--- src/rtl/trace_capture_buffer.sv ---
// trace_capture_buffer
//   On-chip trace FIFO that sits beside the multi-cycle core and records its
//   debug taps, either every cycle, once per instruction (on entry to the
//   retire/fetch state), or once per instruction after an opcode trigger.
//   Entries are drained through a simple pop port.
//
// Ports
//   clk, reset           clock; synchronous active-high reset
//   cfg_mode             00 off, 01 every cycle, 10 per-instruction, 11 triggered
//   cfg_trig_op          opcode (top 4 instr bits) that fires the trigger
//   cfg_clear            synchronous clear of FIFO, overflow and trigger logic
//   instr/aluout/result  core data taps
//   state, zero, carry   core state and flag taps
//   rd_en                pop request
//   rd_valid, rd_data    popped entry {instr, aluout, result, state, zero, carry}
//   count, empty, full   occupancy
//   overflow             sticky: a sample was dropped while full
//   triggered            trigger has fired (triggered mode)
module trace_capture_buffer #(
  parameter int unsigned         DATA_W       = 16,
  parameter int unsigned         STATE_W      = 2,
  parameter int unsigned         DEPTH        = 16,
  parameter logic [STATE_W-1:0]  RETIRE_STATE = '0,
  localparam int unsigned        ENTRY_W      = 3*DATA_W + STATE_W + 2,
  localparam int unsigned        AW           = $clog2(DEPTH)
) (
  input  logic               clk,
  input  logic               reset,
  input  logic [1:0]         cfg_mode,
  input  logic [3:0]         cfg_trig_op,
  input  logic               cfg_clear,
  input  logic [DATA_W-1:0]  instr,
  input  logic [DATA_W-1:0]  aluout,
  input  logic [DATA_W-1:0]  result,
  input  logic [STATE_W-1:0] state,
  input  logic               zero,
  input  logic               carry,
  input  logic               rd_en,
  output logic               rd_valid,
  output logic [ENTRY_W-1:0] rd_data,
  output logic [AW:0]        count,
  output logic               empty,
  output logic               full,
  output logic               overflow,
  output logic               triggered
);

  localparam logic [AW:0] FULL_CNT = (AW+1)'(DEPTH);

  typedef enum logic [1:0] {
    T_IDLE,
    T_ARMED,
    T_CAPTURE,
    T_DONE
  } trig_state_t;

  trig_state_t          fsm;
  logic [ENTRY_W-1:0]   mem [DEPTH];
  logic [AW-1:0]        wr_ptr;
  logic [AW-1:0]        rd_ptr;
  logic [STATE_W-1:0]   prev_state;

  logic                 retire;
  logic                 op_match;
  logic                 sample;
  logic                 pop;
  logic                 push;
  logic [AW:0]          count_next;

  assign empty = (count == '0);
  assign full  = (count == FULL_CNT);

  always_comb begin
    retire   = (state == RETIRE_STATE) && (prev_state != RETIRE_STATE);
    op_match = (instr[DATA_W-1 -: 4] == cfg_trig_op);
    sample   = 1'b0;
    case (cfg_mode)
      2'b01:   sample = 1'b1;
      2'b10:   sample = retire;
      // First matching instruction while armed, then every instruction until full.
      2'b11:   sample = retire && (((fsm == T_ARMED) && op_match) || (fsm == T_CAPTURE));
      default: sample = 1'b0;
    endcase
    pop        = rd_en && !empty;
    // A same-cycle pop frees the slot the write needs when full.
    push       = sample && (!full || pop);
    count_next = count + {{AW{1'b0}}, push} - {{AW{1'b0}}, pop};
  end

  always_ff @(posedge clk) begin
    if (reset) begin
      wr_ptr     <= '0;
      rd_ptr     <= '0;
      count      <= '0;
      overflow   <= 1'b0;
      triggered  <= 1'b0;
      rd_valid   <= 1'b0;
      rd_data    <= '0;
      fsm        <= T_IDLE;
      prev_state <= ~RETIRE_STATE;
    end else begin
      prev_state <= state;
      if (cfg_clear) begin
        wr_ptr    <= '0;
        rd_ptr    <= '0;
        count     <= '0;
        overflow  <= 1'b0;
        triggered <= 1'b0;
        rd_valid  <= 1'b0;
        rd_data   <= '0;
        fsm       <= T_IDLE;
      end else begin
        if (push) wr_ptr <= wr_ptr + 1'b1;
        if (pop) begin
          rd_ptr  <= rd_ptr + 1'b1;
          rd_data <= mem[rd_ptr];
        end
        rd_valid <= pop;
        count    <= count_next;
        // Triggered mode stops at full rather than reporting loss.
        if (sample && !push && (cfg_mode != 2'b11)) overflow <= 1'b1;
        if (cfg_mode != 2'b11) begin
          fsm <= T_IDLE;
        end else begin
          case (fsm)
            T_IDLE:  fsm <= T_ARMED;
            T_ARMED: begin
              if (sample) begin
                triggered <= 1'b1;
                fsm       <= (push && (count_next == FULL_CNT)) ? T_DONE : T_CAPTURE;
              end
            end
            T_CAPTURE: begin
              if (push && (count_next == FULL_CNT)) fsm <= T_DONE;
            end
            default: fsm <= T_DONE;
          endcase
        end
      end
    end
  end

  // Storage needs no reset; occupancy is tracked by the pointers and count.
  always_ff @(posedge clk) begin
    if (!reset && !cfg_clear && push) begin
      mem[wr_ptr] <= {instr, aluout, result, state, zero, carry};
    end
  end

endmodule

--- config.mk ---
export PLATFORM = sky130hd
export DESIGN_NAME = trace_capture_buffer
export DESIGN_NICKNAME = d
export VERILOG_FILES = /design/src/rtl/trace_capture_buffer.sv
export SDC_FILE = /design/constraint.sdc
export NUM_CORES = 1
export LEC_CHECK = 0
export CAP_MARGIN = 20
export CORE_MARGIN = 2
export CORE_UTILIZATION = 36
export CTS_BUF_LIST = sky130_fd_sc_hd__clkbuf_4
export DETAILED_ROUTE_END_ITERATION = 10
export PLACE_DENSITY = 0.6
export SYNTH_ARGS = -nofsm -noshare
export SYNTH_HDL_FRONTEND = slang
export SYNTH_SLANG_ARGS = --single-unit
--- constraint.sdc ---
create_clock -name clk -period 10.75 [get_ports clk]
set_input_delay 2.15 -clock clk [delete_from_list [all_inputs] [get_ports clk]]
set_output_delay 2.15 -clock clk [all_outputs]
set_load 0.005 [all_outputs]
==> reports/results.tsv, run 1 <==
stage	metric	value	unit
clock_network	clk sinks	904	
synth	Synth Net Count	1646	
flow_run	number of max-cap violations	0	
run_status	status	finished, final reports clean	
power	sw power	1.66	mW
critical_path	reg2reg path depth	7	
synth	Syn Inst Count	1573	
route	Via density	4.95	
global_route	routing usage on met1	20.1	%
global_route	Total GRT Usage	15.1	%
floorplanning	FP Rows	112	
clock_network	post-cts gate resize count	0	
power	Gate power share	7.8	%
route	DR iter-0 viols	1165	
synth	Primary FF master, synth	edfxtp_1	
sta	clock skew	88.5	ps
place	GPL Wtd Cong	0.752	
place	Final HPWL DP	39800	um
critical_path	Data arrival, critical path	5640	ps
clock_network	worst-case clock buffer depth	3	
sta	Fmax	199	MHz
finish	# nets final	1939	
sta	Final Hold Viols	0	
global_route	first-pass GRT wire length	110000	um
clock_network	cts bufs inserted	219	
synth	register area share after synthesis	77.5	%
finish	P&R area growth vs syn	16.5	%
power	Sw Ratio	22.6	%
sta	Tcrit/Tclk final	46.7	%
global_route	number of global-route vias before repair	17800	
synth	flops & latches, synth	904	
critical_path	slowest CP cell	clkdlybuf4s50_1	
finish	layout cells sized above 1	30.1	%
synth	Syn Area/Cell	21.7	sq um
critical_path	worst-path maximum fanout	27	
synth	post-synthesis cell area	34100	sq um
sta	Slew Limit Fails	0	
critical_path	Crit path top cell by count	buf_4	
critical_path	Crit path depth	8	
floorplanning	I/O pin cnt	124	
route	TritonRoute pass-1 iters	5	
critical_path	RR Startpoint	rd_ptr[0]$_SDFFE_PP0P_	
floorplanning	Die Width	312	um
sta	setup tns final	0	ps
global_route	initial antenna violation count	4	
synth	Synth warnings	0	
route	via count	16400	
power	sequential share of power	53.1	%
power	Pwr per Cell Area	185	nW/um^2
critical_path	CP required	11370	ps
finish	filler cell count in the final layout	8297	
sta	# setup viols final	0	
finish	Core Util, Final	42.5	%
global_route	met2 Track Usage GR	24.3	%
clock_network	Setup Fix Bufs, Post-CTS	0	
synth	FFs w/ async S/R, synth	0	%
floorplanning	Starting Density	36.4	%
clock_network	H-tree lvl count	4	
critical_path	CP Buf/Inv Count	3	
sta	hold slack final	487	ps
global_route	gr busiest metal	met2	
critical_path	Crit. Startpoint	instr[15]	
critical_path	CP Capture Point	mem[14][43]$_DFFE_PP_	
critical_path	max incr delay on CP	800	ps
clock_network	CTS Root Cell	clkbuf_4	
synth	area leader, netlist	edfxtp_1	
synth	post-synth cell types	37	
route	DRT Wirelength	72600	um
clock_network	hold-fix buffer count after cts	0	
sta	RSZ-0062 raised after global routing	false	
floorplanning	Die H	312	um
min_path	Hold Path Class	reg2reg	
min_path	min-delay src	fsm[0]$_SDFFE_PP0P_	
route	DR DRC count	0	
power	Pint	5.70	mW
power	clock share of power	39.1	%
clock_network	CTS clk-pin slew, worst paths	70	ps
sta	Slew HR	33.0	%
synth	most instantiated cells after synthesis	edfxtp_1 (832), mux4_2 (208), mux2i_1 (106), dfxtp_1 (72), nor2_1 (70)	
route	Final ANT Viol Nets	0	
power	Static Leak	12.2	nW
sta	worst-margin pin slew	1000	ps
floorplanning	Core ar.	93600	sq um
critical_path	Crit path max-delay family	buffers and inverters	
critical_path	endpoint class of the critical path	flop	
synth	Synth area leaders	edfxtp_1 (73%), mux4_2 (14%), dfxtp_1 (4.2%)	
critical_path	R2R Setup Slk	7060	ps
critical_path	FF-to-FF End	rd_data[33]$_SDFFE_PP0P_	
critical_path	crit start category	primary input	
clock_network	worst skew pair latency	1060	ps
synth	EDFF count, synth	832	
sta	final critical-path required period	5020	ps
route	Routed wire per std cell	21.9	um
synth	top cell type's share of synthesized area	73.3	%
place	PortBufs	123	
global_route	GRT overflow	0	
critical_path	crit path kind	in2reg	
global_route	GR Layer Usage met3	3.68	%
synth	top-count cell post-synth	edfxtp_1	
critical_path	cells along the critical path	clkdlybuf4s50_1 -> xor2_1 -> nor3_1 -> nand3_1 -> a21oi_1 -> buf_4 -> and3_2 -> buf_4	
floorplanning	Die ar.	97200	sq um
power	maximum vdd drop	0.0914	mV
global_route	largest net degree at the start of global routing	106	
clock_network	TritonCTS clock tree	done	
==> power groups by stage <==
stage          clock (mW)  combinational (mW)  sequential [mW]
2_1_floorplan           0               0.392             3.96
3_3_place_gp            0               0.578             3.99
3_5_place_dp            0               0.585             3.99
4_1_cts              2.98               0.587             3.91
5_1_grt              3.16               0.628             3.91
6_report             2.88               0.571             3.91
==> cells by family after synthesis <==
group	after synthesis	share of synthesized area [%]
flops	904	77.5
mux	314	16.8
simple gates	128	1.82
compound gates	116	1.74
buf+inv	88	1.39
xor+xnor	12	0.308
fa+ha+maj	11	0.426
==> worst min path at each step <==
stage	to	slack (ps)	cells after the start
detailed placement	overflow$_SDFFE_PP0P_	480	2
finish	fsm[1]$_SDFFE_PP0P_	490	2
global placement	rd_data[30]$_SDFFE_PP0P_	470	2
global route	fsm[1]$_SDFFE_PP0P_	500	2
floorplan	overflow$_SDFFE_PP0P_	460	2
CTS	fsm[1]$_SDFFE_PP0P_	480	2
==> state kept, by name, indices dropped and copies added (netlist names) <==
register / cells
triggered: 1
wr_ptr: 4
rd_ptr: 4
prev_state: 2
fsm: 2
rd_valid: 1
count: 5
mem: 832
rd_data: 52
overflow: 1
==> layer usage <==
metal	routed length (um)	share of wire, %	vias up
met4	1400	1.9	0
met2	35400	49	465
met1	31900	44	8560
met5	0	0	-
met3	3830	5.3	115
li1	-	-	7285
==> metrics by stage <==
stage	std cells	instance area (sq um)	setup slack (ps)	total power, mW
final	3316	39700	5730	7.36
after global routing	3316	39700	5570	7.70
after CTS	3311	39700	5220	7.48
after detailed placement	2898	36700	4080	4.57
after global placement	2898	36700	4250	4.56
after floorplan	1573	34100	3580	4.36
==> area by class of cell <==
cell class	instances	area, sq um	area share [%]
timing repair buffer	152	1460	3.68
inverter	8	30.0	0.0756
antenna	4	10.0	0.0252
clock buffer	339	2540	6.40
sequential	904	26400	66.5
multi-input combinational	581	7250	18.2
tap	1254	1570	3.95
clock inverter	74	443	1.11
==> worst reg2reg max path: stages, from the launching register on <==
cell	delay [ps]
dfxtp_4	790
buf_4	790
buf_4	740
mux4_2	650
mux2i_1	200
nor2_1	130
a21oi_1	160
o21ai_1	70
==> placed cells by master (no fill, tap or decap), types with 10 or more instances in the layout <==
cell               n
clkinv_1          56
nand2_1           12
ha_1              10
nor2_1            70
dfxtp_1           69
a21oi_1           59
and3_2            13
o21ai_1           53
buf_4             28
clkdlybuf4s50_1  123
mux2i_1          106
edfxtp_1         832
mux4_2           208
clkbuf_4         339
(Power assumes the default switching activity.)
==> run 2, diff against run 1 <==
==> constraint.sdc (replaced) <==
create_clock -name clk -period 5.05 [get_ports clk]
set_input_delay 1.01 -clock clk [delete_from_list [all_inputs] [get_ports clk]]
set_output_delay 1.01 -clock clk [all_outputs]
set_load 0.005 [all_outputs]
==> run 2 against run 1 <==
Compared with the run above:
- final cell count increased by 0.84%
- sequential share of layout area decreased by 0.70 points
- register-to-register slack got worse by 5000 ps
- critical path type is now reg2out
==> reports/results.tsv, run 2 (synthesis results as in run 1) <==
stage	metric	value	unit	change
sta	Final Hold Viols	0		unchanged
route	DR iter-0 viols	1282		was 1165
critical_path	endpoint class of the critical path	output port		was flop
finish	non-filler cells, final	3344		was 3316
critical_path	R2R Setup Slk	2080	ps	was 7060 ps
place	Cells after DPL	2928		was 2898
floorplanning	Starting Density	36.4	%	unchanged
floorplanning	Die H	312	um	unchanged
finish	most frequent cells in the layout	edfxtp_1 (832), clkbuf_4 (312), mux4_2 (208), clkdlybuf4s50_1 (123), mux2i_1 (106)		was edfxtp_1 (832), clkbuf_4 (339), mux4_2 (208), clkdlybuf4s50_1 (123), mux2i_1 (106)
run_status	status	finished, final reports clean		unchanged
global_route	Total GRT Usage	16.0	%	was 15.1%
finish	P&R area growth vs syn	17.8	%	was 16.5%
clock_network	clk sinks	904		unchanged
finish	cell area after layout	40200	sq um	was 39700 sq um
clock_network	worst skew pair latency	1100	ps	was 1060 ps
finish	Largest Register	mem		unchanged
floorplanning	I/O pin cnt	124		unchanged
global_route	number of global-route vias before repair	18100		was 17800
finish	Top Registers	mem x832, rd_data x52, count x5		unchanged
floorplanning	FP Rows	112		unchanged
power	Pwr per Cell Area	384	nW/um^2	was 185 nW/um^2
finish	layout cells sized above 1	30.1	%	about the same
sta	RSZ-0062 raised after global routing	false		unchanged
clock_network	hold-fix buffer count after cts	0		unchanged
route	DR DRC count	0		unchanged
floorplanning	Die Width	312	um	unchanged
clock_network	worst-case clock buffer depth	3		unchanged
sta	# setup viols final	0		unchanged
finish	# nets final	1965		was 1939
route	DRT Wirelength	77100	um	was 72600 um
critical_path	CP required	4040	ps	was 11370 ps
power	overall power	15.4	mW	was 7.36 mW
power	Static Leak	12.4	nW	was 12.2 nW
route	TritonRoute pass-1 iters	7		was 5
flow_run	number of max-cap violations	0		unchanged
floorplanning	Core ar.	93600	sq um	unchanged
global_route	largest net degree at the start of global routing	60		was 106
sta	worst-margin pin slew	1030	ps	was 1000 ps
clock_network	H-tree lvl count	4		unchanged
clock_network	TritonCTS clock tree	done		unchanged
place	Final HPWL DP	43500	um	was 39800 um
min_path	Hold Path Class	reg2reg		unchanged
global_route	GRT overflow	0		unchanged
power	maximum vdd drop	0.227	mV	was 0.0914 mV
clock_network	Setup Fix Bufs, Post-CTS	0		unchanged
critical_path	crit start category	flop		was primary input
critical_path	crit path kind	reg2out		was in2reg
sta	Tcrit/Tclk final	73.1	%	
place	post-placement cell area	37300	sq um	was 36700 sq um
route	Routed wire per std cell	23.1	um	was 21.9 um
clock_network	cts bufs inserted	216		was 219
floorplanning	Die ar.	97200	sq um	unchanged
critical_path	worst-path maximum fanout	3		was 27
critical_path	Data arrival, critical path	2680	ps	was 5640 ps
sta	final critical-path required period	3690	ps	
sta	clock skew	76.4	ps	was 88.5 ps
global_route	initial antenna violation count	5		was 4
clock_network	CTS clk-pin slew, worst paths	70	ps	about the same
global_route	first-pass GRT wire length	115000	um	was 110000 um
clock_network	CTS Root Cell	clkbuf_4		unchanged
sta	Fmax	271	MHz	
place	GPL Wtd Cong	0.741		was 0.752
clock_network	post-cts gate resize count	0		unchanged
route	Final ANT Viol Nets	0		unchanged
finish	filler cell count in the final layout	8272		was 8297
finish	max FFs per register	832		unchanged
place	PortBufs	123		unchanged
sta	Slew Limit Fails	0		unchanged
finish	Core Util, Final	42.9	%	was 42.5%
route	Via density	5.01		was 4.95
route	via count	16800		was 16400
sta	Slew HR	31.4	%	was 33.0%
finish	commonest non-fill, non-tap cell in the layout	edfxtp_1		unchanged
[run 2: cell types whose count changed in the layout (fill, tap and decap cells not counted), sizes merged]
cell	before	now
inv	14	16
clkinvlp	3	1
clkbuf	339	312
bufinv	4	1
clkinv	61	85
diode	4	9
buf	29	58
[run 2: worst max-delay path: stages, from the launching register on]
cell and delay [ps]:
dfxtp_1 350, inv_1 90, ha_1 170, nor4bb_1 430
clkdlybuf4s50_1 610
[run 2: worst paths after layout]
kind | startpoint | end | cells after the start
hold reg to reg | rd_data[25]$_SDFFE_PP0P_ | rd_data[25]$_SDFFE_PP0P_ | 2
hold / removal | rd_data[25]$_SDFFE_PP0P_ | rd_data[25]$_SDFFE_PP0P_ | 2
setup / recovery | count[3]$_SDFF_PP0_ | full | 4
setup reg to reg | count[3]$_SDFF_PP0_ | mem[3][21]$_DFFE_PP_ | 9
[run 2: through the flow]
stage | TNS [ps] | hold slack, ps | setup slack (ps)
3_5_place_dp | 0 | 467 | 551
6_report | 0 | 477 | 1360
4_1_cts | 0 | 484 | 1190
5_1_grt | 0 | 501 | 1010
3_3_place_gp | 0 | 468 | 614
2_1_floorplan | -152830 | 460 | -980
[run 2: layer usage]
| layer | up-vias | track usage, % | part of all wire [%] |
|---|---|---|---|
| li1 | 7340 | - | - |
| met1 | 8696 | 21.1 | 43 |
| met2 | 590 | 26.0 | 49 |
| met3 | 123 | 4.11 | 5.9 |
| met4 | 2 | 5.40 | 2.3 |
| met5 | - | 0 | 0.010 |
[run 2: cell type report]
type | instances | area, sq um | area share, %
sequential | 904 | 26400 | 65.8
multi-input combinational | 581 | 7250 | 18.0
clock buffer | 312 | 2340 | 5.83
timing repair buffer | 181 | 2040 | 5.08
tap | 1254 | 1570 | 3.91
clock inverter | 95 | 475 | 1.18
inverter | 8 | 30.0 | 0.0748
antenna | 9 | 22.5 | 0.0561
[run 2: report_power, final]
group          total (mW)  internal (mW)  switching (mW)
sequential           8.32           8.23          0.0920
combinational        1.26          0.647           0.614
clock                5.85           2.94            2.91
